$ cat src/rtl/window_stream_3x3_if.sv
// Pixel-in / window-out stream bundle for the 3x3 window generator.
// master = pixel source and window consumer side, slave = the generator.
interface window_stream_3x3_if #(
  parameter int PIX_W = 8
);
  logic             in_valid;
  logic             in_ready;
  logic [PIX_W-1:0] in_pixel;
  logic             in_sof;
  logic             out_valid;
  logic             out_ready;
  logic [PIX_W-1:0] out_w0;
  logic [PIX_W-1:0] out_w1;
  logic [PIX_W-1:0] out_w2;
  logic [PIX_W-1:0] out_w3;
  logic [PIX_W-1:0] out_w4;
  logic [PIX_W-1:0] out_w5;
  logic [PIX_W-1:0] out_w6;
  logic [PIX_W-1:0] out_w7;
  logic [PIX_W-1:0] out_w8;
  logic             out_sof;
  logic             out_eol;
  logic             out_eof;
  logic             frame_err;
  logic             clr_err;

  modport master (
    output in_valid, in_pixel, in_sof, out_ready, clr_err,
    input  in_ready, out_valid, out_w0, out_w1, out_w2, out_w3, out_w4,
           out_w5, out_w6, out_w7, out_w8, out_sof, out_eol, out_eof, frame_err
  );

  modport slave (
    input  in_valid, in_pixel, in_sof, out_ready, clr_err,
    output in_ready, out_valid, out_w0, out_w1, out_w2, out_w3, out_w4,
           out_w5, out_w6, out_w7, out_w8, out_sof, out_eol, out_eof, frame_err
  );
endinterface

$ cat src/rtl/window_stream_3x3.sv
// Streaming 3x3 neighbourhood generator: two line buffers plus a 3x3 shift
// window, one window per interior pixel, single registered output stage.
module window_stream_3x3 #(
  parameter int PIX_W = 8,
  parameter int IMG_W = 64,
  parameter int IMG_H = 64
) (
  input logic                 clk,
  input logic                 rst_n,
  window_stream_3x3_if.slave  bus
);
  localparam int CW = $clog2(IMG_W);
  localparam int RW = $clog2(IMG_H);

  logic [CW-1:0]    col, cur_col, nxt_col;
  logic [RW-1:0]    row, cur_row, nxt_row;
  logic             col_last, row_last;
  logic             accept, emit, err_set;
  logic [PIX_W-1:0] lb0 [IMG_W];
  logic [PIX_W-1:0] lb1 [IMG_W];
  logic [PIX_W-1:0] win     [9];
  logic [PIX_W-1:0] win_nxt [9];
  logic [PIX_W-1:0] ow      [9];
  logic             ov, osof, oeol, oeof, ferr;

  assign bus.in_ready = !ov || bus.out_ready;

  always_comb begin
    accept   = bus.in_valid && bus.in_ready;
    // in_sof re-indexes the accepted pixel as (0,0)
    cur_col  = bus.in_sof ? '0 : col;
    cur_row  = bus.in_sof ? '0 : row;
    col_last = (cur_col == CW'(IMG_W - 1));
    row_last = (cur_row == RW'(IMG_H - 1));
    nxt_col  = col_last ? '0 : cur_col + CW'(1);
    nxt_row  = cur_row;
    if (col_last) nxt_row = row_last ? '0 : cur_row + RW'(1);
    emit     = (cur_row >= RW'(2)) && (cur_col >= CW'(2));
    err_set  = accept && bus.in_sof && ((col != '0) || (row != '0));
    for (int i = 0; i < 3; i++) begin
      win_nxt[3*i]   = win[3*i+1];
      win_nxt[3*i+1] = win[3*i+2];
    end
    win_nxt[2] = lb0[cur_col];
    win_nxt[5] = lb1[cur_col];
    win_nxt[8] = bus.in_pixel;
  end

  // Line buffers carry no reset; rows 0 and 1 of every frame rewrite them before use.
  always_ff @(posedge clk) begin
    if (accept) begin
      lb0[cur_col] <= lb1[cur_col];
      lb1[cur_col] <= bus.in_pixel;
    end
  end

  always_ff @(posedge clk or negedge rst_n) begin
    if (!rst_n) begin
      col  <= '0;
      row  <= '0;
      ov   <= 1'b0;
      osof <= 1'b0;
      oeol <= 1'b0;
      oeof <= 1'b0;
      ferr <= 1'b0;
      for (int i = 0; i < 9; i++) begin
        win[i] <= '0;
        ow[i]  <= '0;
      end
    end else begin
      if (accept) begin
        col <= nxt_col;
        row <= nxt_row;
        for (int i = 0; i < 9; i++) win[i] <= win_nxt[i];
      end
      if (accept && emit) begin
        ov   <= 1'b1;
        osof <= (cur_row == RW'(2)) && (cur_col == CW'(2));
        oeol <= col_last;
        oeof <= col_last && row_last;
        for (int i = 0; i < 9; i++) ow[i] <= win_nxt[i];
      end else if (bus.out_ready) begin
        ov <= 1'b0;
      end
      if (err_set)          ferr <= 1'b1;
      else if (bus.clr_err) ferr <= 1'b0;
    end
  end

  assign bus.out_valid = ov;
  assign bus.out_sof   = osof;
  assign bus.out_eol   = oeol;
  assign bus.out_eof   = oeof;
  assign bus.frame_err = ferr;
  assign bus.out_w0    = ow[0];
  assign bus.out_w1    = ow[1];
  assign bus.out_w2    = ow[2];
  assign bus.out_w3    = ow[3];
  assign bus.out_w4    = ow[4];
  assign bus.out_w5    = ow[5];
  assign bus.out_w6    = ow[6];
  assign bus.out_w7    = ow[7];
  assign bus.out_w8    = ow[8];
endmodule

$ cat src/flat_wrapper.sv
// flat-port wrapper written by rule: the top's interface ports become plain ports
module window_stream_3x3_flat 
#(
  parameter int PIX_W = 8,
  parameter int IMG_W = 64,
  parameter int IMG_H = 64
)
  (clk, rst_n, bus_in_valid, bus_in_pixel, bus_in_sof, bus_out_ready, bus_clr_err, bus_in_ready, bus_out_valid, bus_out_w0, bus_out_w1, bus_out_w2, bus_out_w3, bus_out_w4, bus_out_w5, bus_out_w6, bus_out_w7, bus_out_w8, bus_out_sof, bus_out_eol, bus_out_eof, bus_frame_err);
  window_stream_3x3_if #(.PIX_W(PIX_W)) bus_i ();
  input logic clk;
  input logic rst_n;
  input wire logic [$bits(bus_i.in_valid)-1:0] bus_in_valid;
  input wire logic [$bits(bus_i.in_pixel)-1:0] bus_in_pixel;
  input wire logic [$bits(bus_i.in_sof)-1:0] bus_in_sof;
  input wire logic [$bits(bus_i.out_ready)-1:0] bus_out_ready;
  input wire logic [$bits(bus_i.clr_err)-1:0] bus_clr_err;
  output wire logic [$bits(bus_i.in_ready)-1:0] bus_in_ready;
  output wire logic [$bits(bus_i.out_valid)-1:0] bus_out_valid;
  output wire logic [$bits(bus_i.out_w0)-1:0] bus_out_w0;
  output wire logic [$bits(bus_i.out_w1)-1:0] bus_out_w1;
  output wire logic [$bits(bus_i.out_w2)-1:0] bus_out_w2;
  output wire logic [$bits(bus_i.out_w3)-1:0] bus_out_w3;
  output wire logic [$bits(bus_i.out_w4)-1:0] bus_out_w4;
  output wire logic [$bits(bus_i.out_w5)-1:0] bus_out_w5;
  output wire logic [$bits(bus_i.out_w6)-1:0] bus_out_w6;
  output wire logic [$bits(bus_i.out_w7)-1:0] bus_out_w7;
  output wire logic [$bits(bus_i.out_w8)-1:0] bus_out_w8;
  output wire logic [$bits(bus_i.out_sof)-1:0] bus_out_sof;
  output wire logic [$bits(bus_i.out_eol)-1:0] bus_out_eol;
  output wire logic [$bits(bus_i.out_eof)-1:0] bus_out_eof;
  output wire logic [$bits(bus_i.frame_err)-1:0] bus_frame_err;
  assign bus_i.in_valid = bus_in_valid;
  assign bus_i.in_pixel = bus_in_pixel;
  assign bus_i.in_sof = bus_in_sof;
  assign bus_i.out_ready = bus_out_ready;
  assign bus_i.clr_err = bus_clr_err;
  assign bus_in_ready = bus_i.in_ready;
  assign bus_out_valid = bus_i.out_valid;
  assign bus_out_w0 = bus_i.out_w0;
  assign bus_out_w1 = bus_i.out_w1;
  assign bus_out_w2 = bus_i.out_w2;
  assign bus_out_w3 = bus_i.out_w3;
  assign bus_out_w4 = bus_i.out_w4;
  assign bus_out_w5 = bus_i.out_w5;
  assign bus_out_w6 = bus_i.out_w6;
  assign bus_out_w7 = bus_i.out_w7;
  assign bus_out_w8 = bus_i.out_w8;
  assign bus_out_sof = bus_i.out_sof;
  assign bus_out_eol = bus_i.out_eol;
  assign bus_out_eof = bus_i.out_eof;
  assign bus_frame_err = bus_i.frame_err;
  window_stream_3x3 #(.PIX_W(PIX_W), .IMG_W(IMG_W), .IMG_H(IMG_H)) u_core (.clk(clk), .rst_n(rst_n), .bus(bus_i));
endmodule
$ cat config.mk
export PLATFORM = sky130hd
export DESIGN_NAME = window_stream_3x3_flat
export DESIGN_NICKNAME = d
export VERILOG_FILES = /design/src/rtl/window_stream_3x3_if.sv /design/src/rtl/window_stream_3x3.sv /design/src/flat_wrapper.sv
export SDC_FILE = /design/constraint.sdc
export NUM_CORES = 1
export LEC_CHECK = 0
export ABC_AREA = 0
export BUFFER_PORTS_ARGS = -buffer_cell sky130_fd_sc_hd__buf_2
export CAP_MARGIN = 5
export CORE_AREA = 3 3 308 310
export DETAILED_ROUTE_END_ITERATION = 10
export DIE_AREA = 0 0 311 313
export PLACE_DENSITY = 0.64
export SLEW_MARGIN = 0
export SYNTH_ARGS = -nofsm -noshare
export SYNTH_HDL_FRONTEND = slang
export SYNTH_SLANG_ARGS = --single-unit
$ cat constraint.sdc
create_clock -name clk -period 3.6 [get_ports clk]
set_input_delay 0.72 -clock clk [delete_from_list [all_inputs] [get_ports clk]]
set_output_delay 0.72 -clock clk [all_outputs]
set_load 0.05 [all_outputs]
==> results of run 1 <==
==> power groups by stage <==
| stage | Combinational (mW) | Sequential, mW | Clock (mW) |
|---|---|---|---|
| final | 3.78 | 15.2 | 12.4 |
| after CTS | 3.65 | 15.2 | 12.6 |
| after global placement | 3.58 | 15.5 | 0 |
| after detailed placement | 3.64 | 15.5 | 0 |
| after global routing | 3.88 | 15.2 | 13.1 |
| after floorplan | 1.65 | 15.5 | 0 |
==> area by class of cell <==
class                      instances  area (um2)
clock inverter                    68       767.0
sequential                      1161       34190
timing repair buffer             488        4325
inverter                          16       60.06
clock buffer                     151        3169
multi-input combinational       1629       10930
tap                             1243        1555
fill                            7042       36940
antenna                            3       7.507
==> cells by family after synthesis <==
logic type	count (synthesis)	share of synthesized area (%)
adder cells (fa/ha/maj)	4	0.1085
AO/OA/AOI/OAI	610	9.272
multiplexers	270	6.279
flip-flops	1161	74.12
AND/OR/NAND/NOR	745	7.817
buffers and inverters	221	2.407
==> metal layers <==
| metal | share of wire (%) | GRT usage, % |
|---|---|---|
| met4 | 6.3 | 17.47 |
| met2 | 45 | 49.72 |
| met5 | 0.023 | 0 |
| met3 | 11 | 7.088 |
| met1 | 38 | 43.33 |
==> synthesized netlist by cell type, drive strengths merged, types with 27 or more instances <==
master,count
a211oi,28
mux2,38
a21oi,102
a22oi,62
o21ai,86
mux2i,221
nand2,375
o22ai,87
o2bb2ai,27
nand3b,63
edfxtp,1024
clkbuf,80
nor2,119
buf,125
dfrtp,137
a31oi,29
nand3,27
==> timing repair <==
item	in CTS	in global routing
hold buffers	0	0
resized for setup	3	2
endpoints found under the setup margin	103	198
gates cloned	0	0
buffers inserted	0	4
==> how the worst min path moves through the flow <==
stage                                 endpoint  slack [ns]  cells after the start
after global placement    u_core.bus.out_w3[2]        0.45                      2
final                           u_core.win[58]        0.12                      1
after floorplan           u_core.bus.frame_err        0.42                      0
after CTS                       u_core.win[58]        0.12                      1
after global routing            u_core.win[58]        0.17                      1
after detailed placement  u_core.bus.out_w3[0]        0.46                      2
==> per-stage QoR <==
stage / cells / power (mW) / TNS [ns] / instance area (um2) / worst slack, ns
final: 4759 / 31.42 / -1.510 / 55000 / -0.04594
after global routing: 4756 / 32.21 / 0 / 55000 / 0.0009059
after CTS: 4752 / 31.45 / 0 / 54920 / 0.006953
after detailed placement: 4533 / 19.12 / -36.84 / 50970 / -0.2576
after global placement: 4533 / 19.06 / -43.21 / 50970 / -0.2341
after floorplan: 3011 / 17.12 / 0 / 46110 / 0.01928
==> reports/qor.yml, run 1 <==
power_and_ir_drop:
  power_density_nw_per_um2: 571.1
  peakVddDrop_mv: 0.4040
  p_int_mw: 23.69
  netSwitchingFraction_pct: 24.60
  p_seq_share_pct: 48.4
  clkPwrFrac_pct: 39.6
  cellLeakagePower_nw: 19.91
  combPwrFrac_pct: 12.0
  switchingPower_mw: 7.729
synthesis:
  synth_fp_nets: 3029
  synth_warnings: 0
  syn_area_per_cell_um2: 15.31
  synth_top_area_share_pct: 66.68
  syn_area_um2: 46110
  yosysTopAreaCell: "edfxtp_1"
  syn_inst: 3011
  synthFlopType: "edfxtp_1"
  async_flop_share_pct: 11.80
  synth_edf_count: 1024
  synth_seq_cells: 1161
  yosys-top-cells-area: "edfxtp_1 67%, dfrtp_1 7.4%, mux2i_1 4.8%, nand2_1 3.1%, o22ai_1 1.2%"
  ys_seq_area_share_pct: 74.12
  yosysUniqueCellTypes: 88
critical_path:
  r2r_start: "u_core.col[1]"
  cp_num_buf_inv: 5
  cp_max_fo: 32
  cp.required_ns: 4.02
  path_class: "register to register"
  path_depth: 10
  cp-startpoint: "u_core.col[1]"
  cp-start-kind: "register"
  worstPathCellList: "buf_12 > inv_1 > a22oi_1 > buf_4 > o22ai_1 > a211o_1 > nor4_1 > buf_4 > nand2_2 > buf_12"
  endpoint: "u_core.lb0[54][6]"
  cp-end-kind: "register"
  r2r-end: "u_core.lb0[54][6]"
  slowest_delay_ns: 0.58
  r2r_cells: 10
  worstPathArrival_ns: 4.07
  cpMaxStageDelayCell: "dfrtp_4"
  reg2reg_slack_ns: -0.05
  critical_path.top_delay_family: "buffers and inverters"
routing:
  routed_wl_mm: 158.9
  drcViolationCount: 0
  ant_nets: 0
  wl_per_cell_um: 33.39
  vias_per_cell: 6.399
  drt_iter0_drc: 4394
  drtPass1Iterations: 5
  num_vias: 30450
clocking:
  cts_tree: "built"
  worstSkewPairLatency_ns: 0.71
  cts_buffers: 117
  cts_num_sinks: 1161
  max-clock-path-buffers: 3
  path_clk_slew_ns: 0.06
  root_buffer: "clkbuf_16"
  cts_max_level: 3
cells_and_area:
  drive_above_1_share_pct: 22.03
  utilization_pct: 59.83
  reg_top3: "u_core.lb0: 512 flops, u_core.lb1: 512 flops, u_core.win: 48 flops"
  area_growth_pct: 19.28
  nNetsFinal: 3431
  final_cell_mix: "1,024 x edfxtp_1, 369 x nand2_1, 328 x buf_4"
  final_common_cell: "edfxtp_1"
floorplanning:
  die_w_um: 311
  die_height_um: 313
  initial_utilization_pct: 50.16
  num_rows: 111
  core_um2: 91940
  ios: 92
  die_area_um2: 97340
timing:
  final.setup.worst_slack_ns: -0.04594
  slew_viol_final: 0
  setup_viol: 76
  post-route-period-util_pct: 101.3
  finClkSkew_ns: 0.03033
  timing.fmax_mhz: 274.3
  relSlewSlack_pct: 23.08
  rsz0062_at_grt: "no"
  period_minus_slack_ns: 3.646
  whs_ns: 0.1171
  hold_violations: 0
  worstMarginPinSlew_ns: 1.150
outcome:
  violations: "negative setup slack"
  outcome: "finished with violations"
grt:
  track_usage_pct: 32.33
  grt_pass1_wl_mm: 222.9
  grt_start_max_net_pins: 95
  grt_overflow: 0
  antenna_found_initial: 9
  grt_pass1_vias: 29300
placed_design:
  hpwl_mm: 106.6
  portBuffers: 91
  gp_congestion: 1.032
flow_run:
  max_cap_viol_count: 0
hold_path:
  hold_class: "primary input to asynchronous set/reset pin"
No activity file was read; power rests on OpenSTA's default activity.
==> inputs of run 2 (changes only) <==
CORE_AREA = 3 3 367 369   (was 3 3 308 310)
DIE_AREA = 0 0 370 372   (was 0 0 311 313)
PLACE_DENSITY = 0.47   (was 0.64)
==> reports/qor.yml, run 2 (same netlist as run 1, synthesis figures left out) <==
cells_and_area:
  drive_above_1_share_pct: 23.20
  final_cell_mix: "1,024 x edfxtp_1, 369 x nand2_1, 341 x buf_4"
  nNetsFinal: 3460
  final-seq-area_um2: 34190
  num-fill-cells: 11940
  area_growth_pct: 21.79
  multi_input_area_um2: 11000
  final_cells: 5303
  utilization_pct: 42.72
  final_common_cell: "edfxtp_1"
  reg_top3: "u_core.lb0: 512 flops, u_core.lb1: 512 flops, u_core.win: 48 flops"
floorplanning:
  initial_utilization_pct: 35.08
  num_rows: 133
  die_area_um2: 137600
  core_um2: 131500
  die_height_um: 372
  ios: 92
  die_w_um: 370
critical_path:
  worstPathArrival_ns: 4.27
  cpMaxStageDelayCell: "dfrtp_4"
  slowest_delay_ns: 0.77
  cp-end-kind: "register"
  path_class: "register to register"
  cp.required_ns: 4.25
  worstPathCellList: "buf_12 > nand2b_1 > inv_2 > buf_4 > ha_1 > nand2_1 > nor3_1 > buf_4 > and4_1 > nand3_1 > mux2i_1 > o31ai_1"
  cp_max_fo: 28
  cp-start-kind: "register"
  crit_top_cell: "buf_4"
grt:
  grt_pass1_vias: 29320
  track_usage_pct: 24.85
  antenna_found_initial: 9
  grt_overflow: 0
  grt_start_max_net_pins: 84
  grt_pass1_wl_mm: 238.3
timing:
  relSlewSlack_pct: 15.67
  fin_tns_setup_ns: -0.01858
  post-route-period-util_pct: 100.5
  hold_violations: 0
  final.setup.worst_slack_ns: -0.01858
  timing.fmax_mhz: 276.4
  worstMarginPinSlew_ns: 1.265
  rsz0062_at_grt: "no"
  period_minus_slack_ns: 3.619
  finClkSkew_ns: 0.03018
  setup_viol: 1
  slew_viol_final: 0
hold_path:
  hold_class: "primary input to register"
routing:
  ant_nets: 0
  num_vias: 30010
  drt_iter0_drc: 3356
  drtPass1Iterations: 6
  routed_wl_mm: 172.6
  drcViolationCount: 0
  wl_per_cell_um: 32.55
  vias_per_cell: 5.660
flow_run:
  max_cap_viol_count: 0
clocking:
  cts_tree: "built"
  root_buffer: "clkbuf_16"
  cts_num_sinks: 1161
  path_clk_slew_ns: 0.06
  cts_buffers: 120
  max-clock-path-buffers: 3
  cts_max_level: 3
  worstSkewPairLatency_ns: 0.75
outcome:
  outcome: "finished with violations"
  violations: "negative setup slack"
placed_design:
  gp_congestion: 0.9535
  hpwl_mm: 115.5
  portBuffers: 91
  placedCellCount: 5071
power_and_ir_drop:
  peakVddDrop_mv: 0.4363
  fin_total_pwr_mw: 31.85
  power_density_nw_per_um2: 567.2
  cellLeakagePower_nw: 20.19
run 2: final timing paths:
check	start	endpoint	slack [ns]	cells after the start
max in group asynchronous	rst_n	u_core.bus.out_w8[1]	2.21	3
max	u_core.col[1]	u_core.row[5]	-0.02	12
min	bus_clr_err	u_core.bus.frame_err	0.16	2
min reg2reg	u_core.win[63]	u_core.bus.out_w0[7]	0.46	2
min in group asynchronous	rst_n	u_core.win[57]	0.60	2
max reg2reg	u_core.col[1]	u_core.row[5]	-0.02	12
run 2: layer usage:
metal | global-route usage [%] | share of wire (%) | vias up
met5 | 0 | 0.027 | -
met3 | 4.032 | 7.3 | 334
li1 | - | - | 12630
met1 | 33.63 | 42 | 15570
met2 | 39.20 | 46 | 1476
met4 | 11.68 | 5.3 | 6
run 2: layout make-up:
class | instances | area share, %
multi-input cells | 1629 | 19.59
well taps | 1755 | 3.910
clock buffers | 156 | 5.808
diodes | 1 | 0.004456
clock inverters | 71 | 1.397
inverters | 16 | 0.1069
flip-flops and latches | 1161 | 60.88
repair buffers | 514 | 8.312
run 2: where the power goes:
part,total [mW],internal [mW],switching [mW]
clock network,12.7,7.34,5.38
registers,15.2,15.1,0.141
logic,3.91,1.33,2.58
total,31.9,23.8,8.10
run 2: critical path: cells and delay by family (launching register included):
family	cells	cell delay, ns
AND/OR/NAND/NOR	5	1.10
adder cells (fa/ha/maj)	1	0.29
AO/OA/AOI/OAI	1	0.19
buffers and inverters	4	0.98
multiplexers	1	0.14
flip-flops	1	0.77
run 2: stage by stage:
step / setup WS, ns / hold WS, ns / instance area (um2)
CTS: 0.01345 / 0.1059 / 56100
detailed placement: -0.2295 / 0.4509 / 52020
finish: -0.01858 / 0.1631 / 56160
floorplan: 0.01928 / 0.4244 / 46110
global placement: -0.1858 / 0.4478 / 52020
global route: 0.002610 / 0.1309 / 56160
run 2: repair_timing:
item | 4_1_cts | 5_1_grt
setup endpoints to repair | 68 | 193
hold endpoints to repair | 5 | 0
hold buffers | 1 | 0
setup buffers | 0 | 3
gates resized for setup | 3 | 7
